<file path="src/rtl/cdb_arbiter.sv">
// Common data bus arbiter: buffers ALU and LSB results in small per-source FIFOs
// and broadcasts at most one per cycle, picking between the two round-robin.
module cdb_arbiter #(
    parameter int ROB_ID_W = 4,
    parameter int QDEPTH   = 4
) (
    input  logic                clk,
    input  logic                rst,
    input  logic                rdy,
    input  logic                rob_clear,
    input  logic                alu_valid,
    input  logic [ROB_ID_W-1:0] alu_rob_id,
    input  logic [31:0]         alu_value,
    output logic                alu_stall,
    input  logic                lsb_valid,
    input  logic [ROB_ID_W-1:0] lsb_rob_id,
    input  logic [31:0]         lsb_value,
    output logic                lsb_stall,
    output logic                cdb_valid,
    output logic [ROB_ID_W-1:0] cdb_rob_id,
    output logic [31:0]         cdb_value,
    output logic                cdb_src,
    output logic                overflow
);

    localparam int PTR_W = $clog2(QDEPTH);
    localparam int CNT_W = PTR_W + 1;
    localparam logic SRC_LSB = 1'b1;

    // Index 0 is the ALU side, index 1 the LSB side, matching cdb_src encoding.
    logic [ROB_ID_W-1:0] mem_id  [2][QDEPTH];
    logic [31:0]         mem_val [2][QDEPTH];
    logic [PTR_W-1:0]    head [2];
    logic [PTR_W-1:0]    tail [2];
    logic [CNT_W-1:0]    cnt  [2];
    logic                rr_last;

    logic [1:0]          in_valid;
    logic [ROB_ID_W-1:0] in_id  [2];
    logic [31:0]         in_val [2];
    logic [1:0]          stall;
    logic [1:0]          elig;
    logic [1:0]          push;
    logic [1:0]          pop;
    logic                any_grant;
    logic                win;
    logic [ROB_ID_W-1:0] win_id;
    logic [31:0]         win_val;

    assign in_valid  = {lsb_valid, alu_valid};
    assign in_id[0]  = alu_rob_id;
    assign in_id[1]  = lsb_rob_id;
    assign in_val[0] = alu_value;
    assign in_val[1] = lsb_value;
    assign alu_stall = stall[0];
    assign lsb_stall = stall[1];

    // An empty FIFO lets a fresh input bypass straight to the bus.
    always_comb begin
        stall     = '0;
        elig      = '0;
        push      = '0;
        pop       = '0;
        for (int s = 0; s < 2; s++) begin
            stall[s] = (cnt[s] == CNT_W'(QDEPTH));
            elig[s]  = (cnt[s] != '0) || in_valid[s];
        end
        any_grant = |elig;
        win       = (elig[0] && elig[1]) ? ~rr_last : elig[1];
        win_id    = (cnt[win] != '0) ? mem_id[win][head[win]]  : in_id[win];
        win_val   = (cnt[win] != '0) ? mem_val[win][head[win]] : in_val[win];
        for (int s = 0; s < 2; s++) begin
            pop[s]  = any_grant && (win == 1'(s)) && (cnt[s] != '0);
            push[s] = in_valid[s] && !stall[s] &&
                      ((cnt[s] != '0) || !(any_grant && (win == 1'(s))));
        end
    end

    always_ff @(posedge clk or posedge rst) begin
        if (rst) begin
            for (int s = 0; s < 2; s++) begin
                head[s] <= '0;
                tail[s] <= '0;
                cnt[s]  <= '0;
            end
            rr_last    <= SRC_LSB;
            cdb_valid  <= 1'b0;
            cdb_rob_id <= '0;
            cdb_value  <= '0;
            cdb_src    <= 1'b0;
            overflow   <= 1'b0;
        end else if (rdy) begin
            if (rob_clear) begin
                for (int s = 0; s < 2; s++) begin
                    head[s] <= '0;
                    tail[s] <= '0;
                    cnt[s]  <= '0;
                end
                rr_last   <= SRC_LSB;
                cdb_valid <= 1'b0;
            end else begin
                for (int s = 0; s < 2; s++) begin
                    if (push[s])
                        tail[s] <= tail[s] + PTR_W'(1);
                    if (pop[s])
                        head[s] <= head[s] + PTR_W'(1);
                    if (push[s] && !pop[s])
                        cnt[s] <= cnt[s] + CNT_W'(1);
                    else if (pop[s] && !push[s])
                        cnt[s] <= cnt[s] - CNT_W'(1);
                    if (in_valid[s] && stall[s])
                        overflow <= 1'b1;
                end
                cdb_valid <= any_grant;
                if (any_grant) begin
                    cdb_rob_id <= win_id;
                    cdb_value  <= win_val;
                    cdb_src    <= win;
                    rr_last    <= win;
                end
            end
        end
    end

    // Storage needs no reset: entries are only read once counted as occupied.
    always_ff @(posedge clk) begin
        if (rdy && !rob_clear) begin
            for (int s = 0; s < 2; s++) begin
                if (push[s]) begin
                    mem_id[s][tail[s]]  <= in_id[s];
                    mem_val[s][tail[s]] <= in_val[s];
                end
            end
        end
    end

endmodule
</file>
<file path="config.mk">
export PLATFORM = sky130hd
export DESIGN_NAME = cdb_arbiter
export DESIGN_NICKNAME = d
export VERILOG_FILES = /design/src/rtl/cdb_arbiter.sv
export SDC_FILE = /design/constraint.sdc
export NUM_CORES = 1
export LEC_CHECK = 0
export CORE_MARGIN = 4
export CORE_UTILIZATION = 50
export CTS_BUF_LIST = sky130_fd_sc_hd__clkbuf_4 sky130_fd_sc_hd__clkbuf_8 sky130_fd_sc_hd__clkbuf_16
export DETAILED_ROUTE_END_ITERATION = 6
export PLACE_DENSITY = 0.7
export SLEW_MARGIN = 15
export SYNTH_ARGS = -nofsm -noshare
export SYNTH_HDL_FRONTEND = slang
export SYNTH_SLANG_ARGS = --single-unit
</file>
<file path="constraint.sdc">
create_clock -name clk -period 3.4 [get_ports clk]
set_input_delay 0.34 -clock clk [delete_from_list [all_inputs] [get_ports clk]]
set_output_delay 0.34 -clock clk [all_outputs]
set_load 0.02 [all_outputs]
</file>
# After elaboration in Yosys (flattened, before gate mapping)
# Memory sizes are Yosys's and may differ from the RTL's.
# Index checks and enable logic that the tools add are counted.
# Widths: inputs -> output; s select.
# totals
inputBits	78
output_inout_bits	41
mem_count	2
latch_bits	0
word_cells	142
regBits	54
ramBits	288
mem_bits_ro	0
# mem_list
name	words	word_bits	read_ports	rd_clocked_by_memory_dff	write_ports	line_no	text
mem_val	2	128	1	0	2	32	logic [31:0] mem_val [2][QDEPTH];
mem_id	2	16	1	0	2	31	logic [ROB_ID_W-1:0] mem_id [2][QDEPTH];
# op_classes
add_sub_neg	8
n_div	0
eq_ne	2
bitwise	7
reduce_logical	52
shifts	0
multipliers	0
muxes	53
magnitude_cmp	6
# ops
cell	n
$mux 128	2
$mux 32	8
$demux 32 s2	2
$bmux 32 s2	1
$mux 4	10
$mux 16	2
$mux 3	7
$logic_and 1x1->1	18
$demux 4 s2	2
$reduce_bool 3->1	5
$mux 2	7
$reduce_and 2->1	7
$reduce_bool 2->1	6
$mux 1	10
$ge 3x3->1 const B	3
$logic_not 1->1	9
$not 2->3	3
$add 2x1->2 const B	4
$bmux 4 s2	1
$add 3x1->3 const B	2
$eq 3x3->1 const B	2
$lt 3x1->1 const B	2
$mux 6	1
$reduce_and 3->1	2
other kinds (6)	12

# Depth between registers and ports, before layout
# logic_depth
depth_word	14
depth_mapped	7
ltp_nobuf	6

# Worst setup path after synthesis
# No wires, ideal clock.
# synth_path
path_type	reg2reg
startpoint	register cnt[5] (netlist bit)
endpoint	register cnt[5] (netlist bit)
n_path_buf	1
period_less_slack_ns	2.426
path_slack_ns	0.974
t_arrival_ns	2.288
required_ns	3.262
setup_time_ns	0.138
path_stages_with_launch	8
cell_sequence	dfrtp_1 -> buf_4 -> nor3b_1 -> nor4bb_1 -> fa_1 -> nor3b_1 -> a222oi_1 -> o21ai_0
# synth_via
elab_cells_between_ends	25
classes_between	add/sub: 2; eq/ne: 1; mux: 4; bitwise: 1; reduce/logical: 17
# synth_rtl
element	line_no	text
from (decl)	35	logic [CNT_W-1:0] cnt [2];
from (signal, indexed assignment)	108	cnt[s] <= cnt[s] + CNT_W'(1);
from (signal, indexed assignment)	110	cnt[s] <= cnt[s] - CNT_W'(1);
$eq 3x3->1 (*)	65	stall[s] = (cnt[s] == CNT_W'(QDEPTH));
via alu_stall	14	output logic alu_stall,
$logic_not 1->1 (*)	74	push[s] = in_valid[s] && !stall[s] &&
$logic_and 1x1->1 (*) (2 in a row)	74	
$logic_not 1->1	109	else if (pop[s] && !push[s])
$logic_and 1x1->1	109	
$reduce_bool 3->1 (no line)	--	
$reduce_and 2->1 (no line)	--	
# The timed path passes the listed nets; every way through them passes the cells marked *. The select of a mux whose other input is x is not followed.
# A chain may end at the register's enable or synchronous reset.

# Worst setup path in the final report
# layout_path
startpoint	register cnt[0] (netlist bit)
endpoint	register cnt[5] (netlist bit)
# layout_via
elab_chain_cells	13
elab_cells_between_ends	19
classes_between	mux: 3; bitwise: 1; reduce/logical: 15
# layout_rtl
element	line_no	text
$reduce_bool 3->1 (*)	66	elig[s] = (cnt[s] != '0) || in_valid[s];
$logic_or 1x1->1 (*)	66	
$logic_and 1x1->1	69	win = (elig[0] && elig[1]) ? ~rr_last : elig[1];
$mux 1	69	
$not 1->1	73, 75	
$logic_and 1x1->1 (*)	73, 75	
$logic_not 1->1	75	((cnt[s] != '0) || !(any_grant && (win == 1'(s))));
$logic_or 1x1->1	75	
$logic_and 1x1->1	74	
$logic_not 1->1	109	
$logic_and 1x1->1	109	
$reduce_bool 3->1 (no line)	--	
$reduce_and 2->1 (no line)	--	
# Mark *: on every way between the ends. The rest lies on a longest branch, timed or not.

==> impl_metrics.json <==
{
  "cts_max_level": 2,
  "gr-usage-met2_pct": 32.7,
  "cts_setup_buffers": 0,
  "async_reset_ff_share_pct": 15.8,
  "n_fill_cell": 1891,
  "syn_area_per_cell_sq_um": 19.4,
  "start_util_pct": 51.2,
  "antenna_found_initial": 1,
  "reg2reg_depth": 6,
  "grt_usage_pct": 19.5,
  "grt_pass1_vias": 7868,
  "worstPathMaxFanout": 8,
  "grt_pass1_wl_um": 46100,
  "rows": 60,
  "firstDrtPassIters": 5,
  "dp_cells": 1180,
  "crit_arrival_ns": 3.03,
  "finClkSkew_ns": 0.0121,
  "p_leak_nw": 5.86,
  "total_power_mw": 13.2,
  "yosysTopAreaCellShare_pct": 62.3,
  "busiest_layer": "met2",
  "nNetsFinal": 933,
  "maxCapViolCount": 0,
  "synth_mux_area_share_pct": 17.5,
  "cts_tree": "built",
  "drtIter0Drc": 541,
  "cts_hold_buf": 0,
  "fin_util_pct": 61.4,
  "min_period_ns": 2.66,
  "yosysWarnings": 0,
  "finalSetupViolations": 0,
  "synth_top_family_by_area": "multiplexers",
  "synth_common_cells": "288 x edfxtp_1, 78 x mux2i_1, 72 x mux4_2",
  "routed_wl_um": 29400,
  "worst_pin_slew_ns": 1.13,
  "clk_pin_slew_worst_paths_ns": 0.06,
  "crit_path_end_kind": "flop",
  "synth_top_area_cell": "edfxtp_1",
  "worstSetupStartpointType": "flop",
  "finalMaxSlewViolations": 0,
  "grt_util_met3_pct": 3.76,
  "grt_overflow": 0,
  "numCtsBuffers": 35,
  "synth-adder-area-share_pct": 1.01,
  "power_density_mw_per_mm2": 791,
  "vias": 7279,
  "area_growth_pct": 19.9,
  "portBuffers": 118,
  "synthCells": 714,
  "drive_above_1_share_pct": 20.1,
  "maxSlewHeadroom_pct": 24.4,
  "die_area_sq_mm": 0.0305,
  "multi_input_area_sq_mm": 0.00364,
  "ant_nets": 0,
  "syn_nets": 802,
  "max-clock-path-buffers": 3,
  "dpl.hpwl_um": 17600,
  "cts.sinks": 342,
  "ff_latch_area_sq_mm": 0.0100,
  "crit_type": "flop to flop",
  "grt_util_met1_pct": 27.0,
  "max_freq_mhz": 376,
  "slowest_delay_ns": 0.75,
  "synth_ff_type": "edfxtp_1",
  "worst_path_max_delay_cell": "or4_1",
  "cts-resized-gates": 0,
  "reg2reg_to": "cnt[5]$_DFFE_PP0P_",
  "finalHoldViolCount": 0,
  "ys_seq_area_share_pct": 72.0,
  "die_y_um": 175,
  "yosys.cell_types.count": 56,
  "timing.hold.ws_ns": 0.251,
  "rrSetupSlack_ns": 0.74,
  "synthTopCellsByArea": "edfxtp_1 62%, mux4_2 12%, dfrtp_1 9.6%",
  "clock_latency_ns": 0.51,
  "core_sq_mm": 0.0271,
  "grt_max_degree": 41,
  "final_cells": 1244,
  "status": "finished clean",
  "synth-edff-count": 288,
  "synth-compound-area-share_pct": 4.73,
  "boundaryPins": 119,
  "clockRootBuffer": "clkbuf_16",
  "timing.rr.start": "cnt[0]$_DFFE_PP0P_",
  "tns_ns": 0,
  "yosys.area_share.simple_pct": 2.79,
  "wire_per_inst_um": 23.6,
  "synthXorXnorAreaFrac_pct": 0,
  "required_ns": 3.77,
  "yosysMostFrequentCell": "edfxtp_1",
  "remaining_drc_errors": 0,
  "crit_chain": "or4_1 > nor4bb_1 > fa_1 > nor3b_1 > a222oi_1 > o21ai_0",
  "post-route-period-util_pct": 78.3,
  "rsz0062_at_grt": "no",
  "antenna_cells": 0,
  "max-vdd-ir-drop_mv": 0.501,
  "die_x_um": 175,
  "gp_congestion": 0.816,
  "syn_area_sq_mm": 0.0139,
  "min_path_type": "input pin to async pin",
  "via_per_inst": 5.85,
  "ys_ff_latch": 342
}
-- power breakdown --
| part | internal, mW | switching (mW) | leakage (nW) |
|---|---|---|---|
| Sequential | 5.01 | 0.552 | 3.27 |
| Clock | 2.22 | 1.50 | 0.565 |
| Combinational | 1.97 | 1.91 | 2.03 |
-- state kept, by name (all words and copies together), names as in the netlist --
| register | cells |
|---|---|
| cdb_rob_id | 4 |
| cdb_src | 1 |
| cdb_valid | 1 |
| cdb_value | 32 |
| cnt | 6 |
| head | 4 |
| mem_id | 32 |
| mem_val | 256 |
| overflow | 1 |
| rr_last | 1 |
| tail | 4 |
-- worst max path at each step --
stage | from | endpoint | slack (ns) | cells after the start
floorplan | cnt[5]$_DFFE_PP0P_ | cnt[5]$_DFFE_PP0P_ | 0.97 | 7
global placement | lsb_valid | cnt[5]$_DFFE_PP0P_ | 0.44 | 7
detailed placement | lsb_valid | cnt[5]$_DFFE_PP0P_ | 0.38 | 7
CTS | cnt[0]$_DFFE_PP0P_ | cnt[5]$_DFFE_PP0P_ | 0.78 | 6
global route | cnt[4]$_DFFE_PP0P_ | cdb_value[5]$_DFFE_PP0P_ | 0.61 | 5
finish | cnt[0]$_DFFE_PP0P_ | cnt[5]$_DFFE_PP0P_ | 0.74 | 6
-- cell families after synthesis --
| logic type | count (synthesis) |
|---|---|
| muxes | 152 |
| and+or+nand+nor | 77 |
| buffers and inverters | 56 |
| DFF | 342 |
| adders and majority gates | 10 |
| AOI/OAI and AO/OA | 77 |
-- cells in the final DEF (no fill, tap or decap), drive strengths merged, types with 2 or more instances in the layout --
master	count
o22ai	4
o211ai	2
nor3	3
fa	2
clkdlybuf4s50	118
nand2b	2
or3	2
nor2	7
buf	16
a21oi	2
mux2	2
o221ai	36
clkbuf	50
o31a	3
clkinv	9
and3	10
mux4	72
nor3b	3
a211oi	4
a31oi	2
edfxtp	288
bufinv	2
nand2	42
dfrtp	53
o2bb2ai	3
o21ai	10
ha	8
inv	18
mux2i	78
-- worst max-delay path: cells and delay by family (launching register included) --
kind / cells / cell delay [ns]
AND/OR/NAND/NOR: 3 / 1.18
AO/OA/AOI/OAI: 2 / 0.48
adder cells (fa/ha/maj): 1 / 0.46
flip-flops: 1 / 0.42
-- per-layer routing --
layer  routed length, um  vias up  share of wire, %
met3                1790       56               6.1
met4                 622        2               2.1
met5                  14        -             0.048
met1               12200     3779                42
li1                    -     3203                 -
met2               14700      239                50
-- final cells by class --
| class | count | area share (%) |
|---|---|---|
| clock buffer | 50 | 6.01 |
| clock inverter | 14 | 0.759 |
| inverter | 16 | 0.361 |
| multi-input combinational | 316 | 21.9 |
| sequential | 342 | 60.1 |
| tap | 372 | 2.80 |
| timing repair buffer | 134 | 8.04 |
-- stage by stage --
step | cell area (sq um) | setup WS, ns
floorplan | 13900 | 0.974
global placement | 15500 | 0.435
detailed placement | 15500 | 0.380
CTS | 16600 | 0.778
global route | 16600 | 0.606
finish | 16600 | 0.738
No activity file was read; power rests on OpenSTA's default activity.
